`src/rtl/control_sequencer.sv`:
```
`default_nettype none
// ============================================================================
// Module      : control_sequencer
// Description : Hardwired control unit for the Mini-SRC datapath. It steps
//               through instruction fetch (T0-T2) and the three-operand ALU
//               execute sequence (T3-T5), waits in T1 for memory, and stops
//               in HALT on a halt opcode or an unsupported opcode.
// Ports       : clock      - rising-edge system clock
//               clear      - asynchronous active-low reset
//               ir         - instruction register contents from the datapath
//               mem_ready  - Mdatain valid; sampled on the edge leaving T1
//               PCout, Zlowout, MDRout            - bus drive enables
//               MARin, PCin, MDRin, IRin, Yin, Zlowin - register load enables
//               IncPC, Read                       - PC increment, memory read
//               Gra, Grb, Grc, Rin, Rout          - general register selects
//               alu_op     - ALU opcode to the datapath
//               run        - high while sequencing (T0-T5)
//               illegal    - sticky flag for an unsupported opcode
// Revision    : 1.0 - initial release
// ============================================================================
module control_sequencer #(
  parameter logic [4:0] HALT_OP = 5'b11011,
  parameter int         OP_W    = 5
) (
  input  logic            clock,
  input  logic            clear,
  input  logic [31:0]     ir,
  input  logic            mem_ready,
  output logic            PCout,
  output logic            Zlowout,
  output logic            MDRout,
  output logic            MARin,
  output logic            PCin,
  output logic            MDRin,
  output logic            IRin,
  output logic            Yin,
  output logic            Zlowin,
  output logic            IncPC,
  output logic            Read,
  output logic            Gra,
  output logic            Grb,
  output logic            Grc,
  output logic            Rin,
  output logic            Rout,
  output logic [OP_W-1:0] alu_op,
  output logic            run,
  output logic            illegal
);

  typedef enum logic [2:0] {
    S_RST  = 3'd0,
    S_T0   = 3'd1,
    S_T1   = 3'd2,
    S_T2   = 3'd3,
    S_T3   = 3'd4,
    S_T4   = 3'd5,
    S_T5   = 3'd6,
    S_HALT = 3'd7
  } state_t;

  typedef struct packed {
    logic PCout;
    logic Zlowout;
    logic MDRout;
    logic MARin;
    logic PCin;
    logic MDRin;
    logic IRin;
    logic Yin;
    logic Zlowin;
    logic IncPC;
    logic Read;
    logic Gra;
    logic Grb;
    logic Grc;
    logic Rin;
    logic Rout;
    logic run;
  } ctrl_t;

  state_t             state_q, state_d;
  ctrl_t              ctrl_q, ctrl_d;
  logic [OP_W-1:0]    alu_op_q, alu_op_d;
  logic               illegal_q, illegal_d;

  logic [4:0]         op;
  logic [OP_W-1:0]    op_xlate;
  logic               op_valid;

  // ra/rb/rc are decoded inside the datapath through Gra/Grb/Grc; only the
  // opcode field is needed here.
  logic               unused_ir_fields;
  assign unused_ir_fields = ^ir[26:0];

  assign op = ir[31:27];

  // Instruction opcode to datapath ALU opcode.
  always_comb begin
    op_valid = 1'b1;
    op_xlate = '0;
    case (op)
      5'b00011: op_xlate = OP_W'(5'b00011); // add
      5'b00100: op_xlate = OP_W'(5'b00100); // sub
      5'b00101: op_xlate = OP_W'(5'b01010); // and
      5'b00110: op_xlate = OP_W'(5'b01011); // or
      5'b00111: op_xlate = OP_W'(5'b00101); // shr
      5'b01000: op_xlate = OP_W'(5'b01001); // shra
      5'b01001: op_xlate = OP_W'(5'b00110); // shl
      5'b01010: op_xlate = OP_W'(5'b00111); // ror
      5'b01011: op_xlate = OP_W'(5'b01000); // rol
      default:  op_valid = 1'b0;
    endcase
  end

  // Next state and sticky illegal flag.
  always_comb begin
    state_d   = state_q;
    illegal_d = illegal_q;
    case (state_q)
      S_RST:  state_d = S_T0;
      S_T0:   state_d = S_T1;
      S_T1:   if (mem_ready) state_d = S_T2;
      S_T2:   state_d = S_T3;
      S_T3: begin
        if (op == HALT_OP) begin
          state_d = S_HALT;
        end else if (!op_valid) begin
          state_d   = S_HALT;
          illegal_d = 1'b1;
        end else begin
          state_d = S_T4;
        end
      end
      S_T4:   state_d = S_T5;
      S_T5:   state_d = S_T0;
      S_HALT: state_d = S_HALT;
      default: state_d = S_RST;
    endcase
  end

  // Outputs are registered, so they are decoded from the state being
  // entered; each strobe is then valid for the whole of its state.
  always_comb begin
    ctrl_d   = '0;
    alu_op_d = alu_op_q;
    case (state_d)
      S_T0: begin
        ctrl_d.PCout  = 1'b1;
        ctrl_d.MARin  = 1'b1;
        ctrl_d.IncPC  = 1'b1;
        ctrl_d.Zlowin = 1'b1;
      end
      S_T1: begin
        ctrl_d.Zlowout = 1'b1;
        ctrl_d.PCin    = 1'b1;
        ctrl_d.Read    = 1'b1;
        ctrl_d.MDRin   = 1'b1;
      end
      S_T2: begin
        ctrl_d.MDRout = 1'b1;
        ctrl_d.IRin   = 1'b1;
      end
      S_T3: begin
        ctrl_d.Grb  = 1'b1;
        ctrl_d.Rout = 1'b1;
        ctrl_d.Yin  = 1'b1;
      end
      S_T4: begin
        ctrl_d.Grc    = 1'b1;
        ctrl_d.Rout   = 1'b1;
        ctrl_d.Zlowin = 1'b1;
        alu_op_d      = op_xlate;
      end
      S_T5: begin
        ctrl_d.Zlowout = 1'b1;
        ctrl_d.Gra     = 1'b1;
        ctrl_d.Rin     = 1'b1;
      end
      default: ctrl_d = '0;
    endcase
    ctrl_d.run = (state_d != S_RST) && (state_d != S_HALT);
  end

  always_ff @(posedge clock or negedge clear) begin
    if (!clear) begin
      state_q   <= S_RST;
      ctrl_q    <= '0;
      alu_op_q  <= '0;
      illegal_q <= 1'b0;
    end else begin
      state_q   <= state_d;
      ctrl_q    <= ctrl_d;
      alu_op_q  <= alu_op_d;
      illegal_q <= illegal_d;
    end
  end

  assign PCout   = ctrl_q.PCout;
  assign Zlowout = ctrl_q.Zlowout;
  assign MDRout  = ctrl_q.MDRout;
  assign MARin   = ctrl_q.MARin;
  assign PCin    = ctrl_q.PCin;
  assign MDRin   = ctrl_q.MDRin;
  assign IRin    = ctrl_q.IRin;
  assign Yin     = ctrl_q.Yin;
  assign Zlowin  = ctrl_q.Zlowin;
  assign IncPC   = ctrl_q.IncPC;
  assign Read    = ctrl_q.Read;
  assign Gra     = ctrl_q.Gra;
  assign Grb     = ctrl_q.Grb;
  assign Grc     = ctrl_q.Grc;
  assign Rin     = ctrl_q.Rin;
  assign Rout    = ctrl_q.Rout;
  assign run     = ctrl_q.run;
  assign alu_op  = alu_op_q;
  assign illegal = illegal_q;

endmodule
`default_nettype wire

```
`config.mk`:
```
export PLATFORM = sky130hd
export DESIGN_NAME = control_sequencer
export DESIGN_NICKNAME = d
export VERILOG_FILES = /design/src/rtl/control_sequencer.sv
export SDC_FILE = /design/constraint.sdc
export NUM_CORES = 1
export LEC_CHECK = 0
export ABC_AREA = 1
export CAP_MARGIN = 20
export CORE_MARGIN = 1.5
export CORE_UTILIZATION = 35
export CTS_CLUSTER_DIAMETER = 120
export CTS_CLUSTER_SIZE = 24
export DETAILED_ROUTE_END_ITERATION = 16
export PLACE_DENSITY = 0.78
export REMOVE_ABC_BUFFERS = 1
export SETUP_SLACK_MARGIN = 0.4
export SYNTH_ARGS = -nofsm -noshare
export SYNTH_HDL_FRONTEND = slang
export SYNTH_SLANG_ARGS = --single-unit
```
`constraint.sdc`:
```
create_clock -name clock -period 1.63 [get_ports clock]
set_clock_uncertainty 0.15 [all_clocks]
set_input_delay 0.4075 -clock clock [delete_from_list [all_inputs] [get_ports clock]]
set_output_delay 0.4075 -clock clock [all_outputs]
set_load 0.05 [all_outputs]
```
---- Yosys cells after proc, flatten, opt, wreduce, memory -nomap -nowiden ----
Index checks and enable logic that the tools add are counted.
word-level totals
  register bits after elaboration ......... 21
  input bits .............................. 35
  output and inout bits ................... 23
cells by class
  equality and inequality tests ........... 24
  muxes and demuxes ....................... 16
  bitwise operators ....................... 2
  reduce and logical (&&, ||, !) cells .... 9
operators with widths
  operator                                                                count
  4-bit case mux with 9 select lines                                      1
  3-bit equality test (second input constant)                             7
  3-bit case mux with 7 select lines                                      1
  5-bit by 3-bit equality test with 1-bit output (second input constant)  4
  5-bit by 4-bit equality test with 1-bit output (second input constant)  4
  3-bit by 2-bit equality test with 1-bit output (second input constant)  4
  1-bit 2-to-1 mux                                                        10
  9-bit OR reduction                                                      1
  2-bit OR reduction                                                      4
  3-bit by 1-bit equality test with 1-bit output (second input constant)  2
  2-bit 2-to-1 mux                                                        3
  5-bit by 2-bit equality test with 1-bit output (second input constant)  1
  5-bit equality test (second input constant)                             1
  3-bit logical NOT                                                       1
  3-bit 2-to-1 mux                                                        1
  3-bit inequality test (second input constant)                           1
  3-bit AND reduction                                                     1
  3-bit nonzero test                                                      1
  1-bit inverter                                                          2
  1-bit logical AND                                                       1

---- Logic depth before layout (Yosys ltp) ----
Gate-level depths: netlist of the first run.
  word-level depth ........................ 9
  depth in mapped cells ................... 8
  mapped depth without buffers ............ 8

---- Least setup slack after synthesis of the first run ----
No wires, ideal clock.
  path kind ............................... register to output
  from .................................... register, netlist name IncPC
  to ...................................... output port MARin
  arrival ................................. 0.905 ns
  data required time ...................... 1.072 ns
  setup slack ............................. 0.168 ns
  cell stages (with the launch flop) ...... 2
  path through ............................ dfrtp_1 buf_4
RTL lines
  what           line  RTL
  end, declared  32    output logic MARin,

==> run metrics, run 1 <==
total chip power=3.92 mW; Tmin final=1510 ps; RR Endpoint=run; initial antenna violation count=0; Via Count=875; Max Slew Vio Count=0; total CTS buffers=3; Worst Reg-to-Reg Cells=8; Clock Root Buffer=clkbuf_4; DRT met1 WL=944 µm; number of global-route vias before repair=882; drt pass-1 iters=6; required time worst endpoint=1070 ps; Final HPWL DP=1500 µm; Util after Layout=73.7%; WP buf/inv=1; # hold bufs at CTS=0; pre-CTS WS=-287 ps; CP max stage delay=480 ps; count of buffers from port buffering=29; routed vias/inst=4.81; Final Cycle Share=92.4%; Post-Synthesis Cells=98; Static Leak=0.868 nW; # diodes=0; Synth Warn #=0; # setup viols final=0; CP Capture Type=primary output; Rows=18; clk sink count=18; post-DR wirelength/cell=14.8 µm; die area=0.00288 mm²; Worst setup SP type=flop; Area Overhead vs Synth=101%; overall routing resource usage=18.1%; top layer in use=met4; FMAX=664 MHz; CP top delay family=flip-flops; clock slew at reported path FFs=100 ps; initial DRC count=14; Pwr Density=2170 mW/mm²; DRC Markers=0; FF-to-FF setup slack=170 ps; post-synth cell types=25; pin count of the biggest net entering global routing=19; Skew-Pair Late Insertion Delay=300 ps; sequential share of the synthesized area=50.1%; status=finished, final reports clean; CTS HTree Levels=1; routed wl met2=1570 µm; worst-path cell chain=buf_12; reg2reg start=state_q[1]; Core ar.=0.00245 mm²; gr ovfl total=0; Critical Path Slowest Stage Cell=dfrtp_2; die extent in x=53.7 µm; Max Cap Viol=0; first-pass GRT wire length=3660 µm; #FFs+latches synth=18; NumNets Final=189; crit-path max FO=3; final WL=2700 µm; Hold Fails Final Rpt=0; routability congestion estimate=0.819; CTS tree=done; area of the mapped netlist=900 µm²; Ports=58; unrepaired setup endpoints after global routing=yes; Peak supply drop=1990 µV; syn_area_per_cell=9.18 µm²; WHS=268 ps; Hold/Removal Path Class=primary input to async pin; share of post-route cells with drive strength above 1=67.1%; CTS Buffer Depth=2; CP arrival=950 ps; Starting Density=36.6%; Setup CP Type=flop to primary output; die height=53.7 µm; DRT antenna net count=0; wire length on met3=101 µm; setup ws final=123 ps
## stage by stage
stage / instances / setup TNS [ps] / area (µm²)
6_report: 182 / 0 / 1810
5_1_grt: 182 / 0 / 1810
4_1_cts: 174 / 0 / 1670
3_5_place_dp: 156 / -2300 / 1440
3_3_place_gp: 156 / -1890 / 1440
2_1_floorplan: 90 / -651 / 840
## power breakdown
group          leakage, nW  internal [mW]  switching, mW
registers            0.220          0.622          0.246
clock network       0.0138         0.0863          0.140
logic                0.635           1.39           1.44
total                0.868           2.10           1.83
## kinds of logic after synthesis
group	after synthesis	synth area share (%)
buffers and inverters	23	13.2
AOI/OAI and AO/OA	8	5.01
other	1	0.417
xor gates and xnor gates	1	1.81
and+or+nand+nor	47	29.5
DFF	18	50.1
## layout by cell type (no fill, tap or decap), types with 2 or more instances in the layout
| cell | netlist | routed |
|---|---|---|
| buf_12 | 0 | 23 |
| inv_1 | 9 | 6 |
| nand2_4 | 2 | 5 |
| buf_6 | 0 | 11 |
| clkbuf_4 | 0 | 3 |
| nand2_2 | 3 | 2 |
| a21oi_2 | 0 | 2 |
| inv_2 | 5 | 5 |
| buf_4 | 8 | 17 |
| inv_4 | 1 | 4 |
| nor2_4 | 0 | 8 |
| nand2_1 | 14 | 11 |
| buf_2 | 0 | 4 |
| dfrtp_1 | 18 | 12 |
| nor3_1 | 2 | 2 |
| o21ai_1 | 4 | 3 |
| nor2_2 | 3 | 2 |
| dfrtp_2 | 0 | 6 |
| nand4_4 | 1 | 2 |
| nand4_1 | 2 | 2 |
| nor2_1 | 10 | 3 |
| nand3_1 | 5 | 5 |
## synth_stat cells, drive strengths merged
library cell	number	area [µm²]
a21oi	2	10.0
dfrtp	18	450
a22oi	1	7.51
nor3	3	20.0
nor2	13	56.3
o21a	1	7.51
nand3b	1	7.51
conb	1	3.75
nand3	6	35.0
nand2	19	93.8
inv	15	58.8
nor4	1	6.26
xor2	1	16.3
nand4	4	46.3
buf	8	60.1
o21ai	4	20.0
## worst max path at each step
| stage | from | to | cells after the start |
|---|---|---|---|
| floorplan | IncPC | IncPC | 0 |
| global placement | ir[31] | alu_op[2] | 7 |
| detailed placement | ir[28] | alu_op[0] | 8 |
| CTS | MDRin | Read | 1 |
| global route | IncPC | MARin | 1 |
| finish | IncPC | MARin | 1 |
## routing by layer
layer | up-vias | global-route usage [%]
met5 | - | 0
met3 | 8 | 2.50
met1 | 420 | 18.6
li1 | 417 | -
met2 | 30 | 33.3
met4 | 0 | 12.4
## layout make-up
type                            instances  area, µm²
Timing Repair Buffer                   58        756
Fill cell                             159        646
Multi-Input combinational cell         58        469
Sequential cell                        18        458
Inverter                               15       66.3
Tap cell                               30       37.5
Clock buffer                            3       22.5
## flip-flops by register name, indices dropped and copies added, names as in the netlist
register	count
Grb	1
Grc	1
IRin	1
IncPC	1
MDRin	1
Rin	1
Rout	1
Zlowin	1
Zlowout	1
alu_op	4
illegal	1
run	1
state_q	3
## repair_timing
action	CTS	global route
gates cloned	1	0
buffers inserted	14	8
gates resized for setup	38	35
endpoints found under the setup margin	35	33
pin swaps	7	14
Power figures use the tool's default switching activity.
==> run 2, diff against run 1 <==
--- a/config.mk
+++ b/config.mk
@@ -8,11 +8,11 @@
 export ABC_AREA = 1
 export CAP_MARGIN = 20
 export CORE_MARGIN = 1.5
-export CORE_UTILIZATION = 35
+export CORE_UTILIZATION = 28
 export CTS_CLUSTER_DIAMETER = 120
 export CTS_CLUSTER_SIZE = 24
 export DETAILED_ROUTE_END_ITERATION = 16
-export PLACE_DENSITY = 0.78
+export PLACE_DENSITY_LB_ADDON = 0.3
 export REMOVE_ABC_BUFFERS = 1
 export SETUP_SLACK_MARGIN = 0.4
 export SYNTH_ARGS = -nofsm -noshare
==> run 2 against run 1 <==
  * Sequential share of layout area up 2.4 points
  * Die area up 24%
  * Non-clock buffer count is 11 lower
  * Power shrank 11%
  * First-iteration DRC count rose to 3.6 times the previous value
  * Combinational power fell by 14%
  * Highest routed layer is now met3
==> run metrics, run 2 (synthesized netlist as in run 1, its figures left out) <==
unrepaired setup endpoints after global routing=yes (unchanged); pin count of the biggest net entering global routing=19 (unchanged); CTS Buffer Depth=2 (unchanged); routability congestion estimate=0.784 (was 0.819); DRT antenna net count=0 (unchanged); count of buffers from port buffering=29 (unchanged); CP arrival=930 ps (was 950 ps); TNS Setup=0 ps (unchanged); Ports=58 (unchanged); Worst setup SP type=flop (unchanged); part of the power in combinational logic=69.2% (was 72.1%); crit-path max FO=3 (unchanged); Peak supply drop=1300 µV (was 1990 µV); Static Leak=0.771 nW (was 0.868 nW); Critical Path Slowest Stage Cell=dfrtp_2 (unchanged); Starting Density=29.5% (was 36.6%); # setup viols final=0 (unchanged); Tmin final=1490 ps (was 1510 ps); most frequent cells in the layout=buf_12 (22), buf_4 (15), nand2_1 (11) (was buf_12 (23), buf_4 (17), dfrtp_1 (12)); worst-path cell chain=buf_12 (unchanged); initial DRC count=50 (was 14); DRC Markers=0 (unchanged); Pwr Density=2100 mW/mm² (was 2170 mW/mm²); Final Cycle Share=91.3% (was 92.4%); NumNets Final=178 (was 189); status=finished, final reports clean (unchanged); Hold/Removal Path Class=primary input to async pin (unchanged); Skew-Pair Late Insertion Delay=290 ps (was 300 ps); share of post-route cells with drive strength above 1=63.8% (was 67.1%); CTS tree=done (unchanged); routed vias/inst=4.33 (was 4.81); Hold Fails Final Rpt=0 (unchanged); CTS HTree Levels=1 (unchanged); CP top delay family=flip-flops (unchanged); die extent in x=59.7 µm (was 53.7 µm); initial antenna violation count=0 (unchanged); CP Capture Type=primary output (unchanged); clock slew at reported path FFs=100 ps (about the same); Clock Root Buffer=clkbuf_4 (unchanged); Final HPWL DP=1410 µm (was 1500 µm); Core ar.=0.00305 mm² (was 0.00245 mm²); Setup CP Type=flop to primary output (unchanged); gr ovfl total=0 (unchanged); Clock power frac=6.2% (was 5.8%); total CTS buffers=3 (unchanged); clk sink count=18 (unchanged); first-pass GRT wire length=3770 µm (was 3660 µm); required time worst endpoint=1070 ps (about the same); pre-CTS WS=-276 ps (was -287 ps); Max Cap Viol=0 (unchanged); Rows=20 (was 18); drt pass-1 iters=4 (was 6); number of global-route vias before repair=811 (was 882); setup ws final=142 ps (was 123 ps); post-DR wirelength/cell=12.2 µm (was 14.8 µm); Max Slew Vio Count=0 (unchanged); sequential power share=24.6% (was 22.1%); die height=59.7 µm (was 53.7 µm); FMAX=672 MHz (was 664 MHz); Net Switching=1.63 mW (was 1.83 mW); overall routing resource usage=14.2% (was 18.1%); number of flip-flops in the largest register=4 (unchanged); sw frac=46.8% (was 46.5%); # hold bufs at CTS=0 (unchanged); Int Pwr=1.86 mW (was 2.10 mW); CP max stage delay=480 ps (about the same); WP buf/inv=1 (unchanged); WHS=298 ps (was 268 ps); Util after Layout=54.3% (was 73.7%); Via Count=801 (was 875); final WL=2250 µm (was 2700 µm); # diodes=0 (unchanged); Area Overhead vs Synth=84.4% (was 101%); die area=0.00356 mm² (was 0.00288 mm²); most common cell after layout, fill and taps aside=buf_12 (unchanged)
run 2: cell count changes in the layout (fill, tap and decap cells not counted), sizes merged:
cell           change
buf               -14
clkbuf             +3
clkdlybuf4s50      +1
dlygate4sd2        -1
run 2: timing repair:
action                                  CTS  global route
resized for setup                        29            22
endpoints found under the setup margin   34            35
gates cloned                              1             0
setup buffers                             7             4
pin swaps                                 4             6
run 2: power groups by stage:
stage / sequential, mW / clock, mW / combinational [mW]
floorplan: 1.35 / 0 / 0.470
global placement: 0.840 / 0 / 1.92
detailed placement: 0.845 / 0 / 1.95
CTS: 0.848 / 0.225 / 2.24
global route: 0.879 / 0.252 / 2.54
finish: 0.857 / 0.217 / 2.42
run 2: worst reg2reg max path, cell delays in order, from the launching register on:
cell and delay [ps]:
dfrtp_2 460, buf_6 140, nand2_4 70, xor2_2 140, inv_2 60, nand2_4 100
inv_4 50, nor2_2 70, nand2_1 50
run 2: per-layer routing:
metal	part of all wire (%)	GRT usage, %
met5	0	0
met4	0	3.81
met3	5.6	4.11
met2	54	25.5
met1	41	16.4
run 2: cell type report:
cell class                      count  area [µm²]
Multi-Input combinational cell     58         425
Inverter                           15        63.8
Fill cell                         293        1390
Tap cell                           44        55.1
Sequential cell                    18         460
Clock buffer                        3        22.5
Timing Repair Buffer               47         632
run 2: per-stage QoR:
stage | power [mW] | instances | cell area, µm²
detailed placement | 2.79 | 170 | 1460
finish | 3.49 | 185 | 1660
global placement | 2.76 | 170 | 1460
floorplan | 1.82 | 90 | 840
CTS | 3.32 | 181 | 1600
global route | 3.67 | 185 | 1660
run 2: worst paths after layout:
kind,depth (start not counted),slack [ps],from,to
worst min register to register,2,390,illegal,illegal
worst min-delay path,2,300,clear,IncPC
max in group asynchronous,2,810,clear,Grb
min in group clock,4,340,ir[31],illegal
worst max-delay path,1,140,MDRin,PCin
worst max register to register,8,240,state_q[1],run
==> run 3, diff against run 2 <==
==> constraint.sdc (replaced) <==
create_clock -name clock -period 1.19 [get_ports clock]
set_clock_uncertainty 0.15 [all_clocks]
set_input_delay 0.2975 -clock clock [delete_from_list [all_inputs] [get_ports clock]]
set_output_delay 0.2975 -clock clock [all_outputs]
set_load 0.05 [all_outputs]
==> run 3 against run 2 <==
  * The flow now finishes with violations (setup timing)
  * Die area is the same
  * Power increased by 62%
  * Combinational power up 71%
  * Clock-buffer cell count up 1
  * Hold slack got worse by 110 ps
  * Cell area increased by 16%
  * Non-clock buffer count rose by 21
  * Critical path depth rose by 7
  * Setup slack got worse by 330 ps
  * Sequential share of layout area is 4.0 points lower
  * First-iteration DRC count is 16% lower
  * Sequential power rose by 34%
  * Critical path type is now flop to flop
  * Largest cell class unchanged
  * Highest routed layer unchanged
==> run metrics, run 3 (synthesized netlist as in run 1, its figures left out) <==
NumNets Final=199 (was 178); Pwr Density=2930 mW/mm² (was 2100 mW/mm²); # hold bufs at CTS=0 (unchanged); Multi-input gate area=452 µm² (was 425 µm²); Hold/Removal Path Class=primary input to async pin (unchanged); Starting Density=29.5% (unchanged); Worst Reg-to-Reg Cells=8 (unchanged); Max Cap Viol=0 (unchanged); Worst setup SP type=flop (unchanged); wire length on met3=99 µm (was 126 µm); final WL=2460 µm (was 2250 µm); Util after Layout=63.1% (was 54.3%); Setup CP Type=flop to flop (was flop to primary output); Peak supply drop=1700 µV (was 1300 µV); Inst Count DP=180 (was 170); die extent in x=59.7 µm (unchanged); required time worst endpoint=1220 ps (was 1070 ps); # diodes=0 (unchanged); status=complete, but fails checks (was finished, final reports clean); initial antenna violation count=0 (unchanged); CTS Buffer Depth=2 (unchanged); clk sink count=18 (unchanged); most common cell after layout, fill and taps aside=buf_4 (was buf_12); Hold Fails Final Rpt=0 (unchanged); storage element area=458 µm² (was 460 µm²); CP arrival=1410 ps (was 930 ps); number of flip-flops in the largest register=4 (unchanged); reg2reg start=state_q[1] (unchanged); failing checks=setup timing; count of buffers from port buffering=29 (unchanged); number of global-route vias before repair=929 (was 811); total CTS buffers=3 (unchanged); routed vias/inst=4.21 (was 4.33); die height=59.7 µm (unchanged); FF-to-FF setup slack=-190 ps (was 240 ps); initial DRC count=42 (was 50); Tmin final=1380 ps; design area=0.00193 mm² (was 0.00166 mm²); die area=0.00356 mm² (unchanged); Static Leak=0.914 nW (was 0.771 nW); # setup viols final=37 (was 0); RR Endpoint=run (unchanged); first-pass GRT wire length=4140 µm (was 3770 µm); DRT met1 WL=974 µm (was 912 µm); Final Cycle Share=116%; FMAX=725 MHz; most frequent cells in the layout=buf_4 (25), buf_12 (23), buf_6 (13) (was buf_12 (22), buf_4 (15), nand2_1 (11)); DRC Markers=0 (unchanged); Max Slew Vio Count=0 (unchanged); pre-CTS WS=-609 ps (was -276 ps); clock slew at reported path FFs=100 ps (about the same); gr ovfl total=0 (unchanged); Rows=20 (unchanged); setup ws final=-189 ps (was 142 ps); Skew-Pair Late Insertion Delay=280 ps (was 290 ps); FILL cells=248 (was 293); placed inst area=0.00155 mm² (was 0.00146 mm²); Ports=58 (unchanged); crit-path max FO=4 (was 3); Final HPWL DP=1550 µm (was 1410 µm); Core ar.=0.00305 mm² (unchanged); share of post-route cells with drive strength above 1=66.9% (was 63.8%); drt pass-1 iters=4 (unchanged); routed wl met2=1390 µm (was 1210 µm); DRT antenna net count=0 (unchanged); Via Count=871 (was 801); top layer in use=met3 (unchanged); non-filler cells, final=207 (was 185); overall routing resource usage=15.3% (was 14.2%); CP Capture Type=flop (was primary output); CTS tree=done (unchanged); post-DR wirelength/cell=11.9 µm (was 12.2 µm); routability congestion estimate=0.746 (was 0.784); pin count of the biggest net entering global routing=19 (unchanged); Area Overhead vs Synth=114% (was 84.4%); CTS HTree Levels=1 (unchanged); Clock Root Buffer=clkbuf_4 (unchanged); unrepaired setup endpoints after global routing=yes (unchanged)
-- run 3: changes by cell type in the layout (fill, tap and decap cells not counted), sizes merged --
cell and change:
clkdlybuf4s15 +5, buf +20, clkbuf -3
-- run 3: worst max path at each step --
stage,from,to,slack (ps),depth (start not counted)
floorplan,IncPC,IncPC,-440,0
global placement,ir[31],alu_op[0],-550,7
detailed placement,ir[30],alu_op[2],-610,8
CTS,IncPC,MARin,-200,1
global route,state_q[1],run,-260,8
finish,state_q[1],run,-190,8
-- run 3: through the flow --
stage,TNS [ps],hold WS (ps),total power [mW]
global placement,-6150,371,4.08
floorplan,-3880,-148,2.49
finish,-5070,192,5.65
detailed placement,-6590,378,4.11
CTS,-4610,190,5.40
global route,-6690,193,5.92
-- run 3: final cells by class --
cell class	instances	share of cell area (%)
flip-flops and latches	18	23.8
well taps	44	2.86
clock buffers	4	1.88
inverters	15	3.05
repair buffers	68	45.0
multi-input cells	58	23.4
-- run 3: power by group --
group / internal (mW) / total, mW / switching [mW]
combinational: 2.16 / 4.13 / 1.97
clock: 0.186 / 0.369 / 0.183
sequential: 0.852 / 1.15 / 0.300
-- run 3: timing repair --
item | 4_1_cts | 5_1_grt
gates resized for setup | 52 | 5
endpoints found under the setup margin | 40 | 40
cloned | 1 | 0
setup buffers | 16 | 6
pin swaps | 10 | 9
hold endpoints to repair | 0 | 0
-- run 3: worst max-delay path: stages, from the launching register on --
cell	delay (ps)
dfrtp_2	450
inv_2	90
nand2_4	60
nor2_4	140
nand4_4	100
nand2_4	110
inv_4	50
nor2_2	60
nand2_1	60
-- run 3: layer usage --
| metal | up-vias | global-route usage, % |
|---|---|---|
| met4 | 0 | 2.86 |
| met2 | 22 | 29.5 |
| li1 | 438 | - |
| met3 | 0 | 3.03 |
| met1 | 411 | 17.3 |
| met5 | - | 0 |
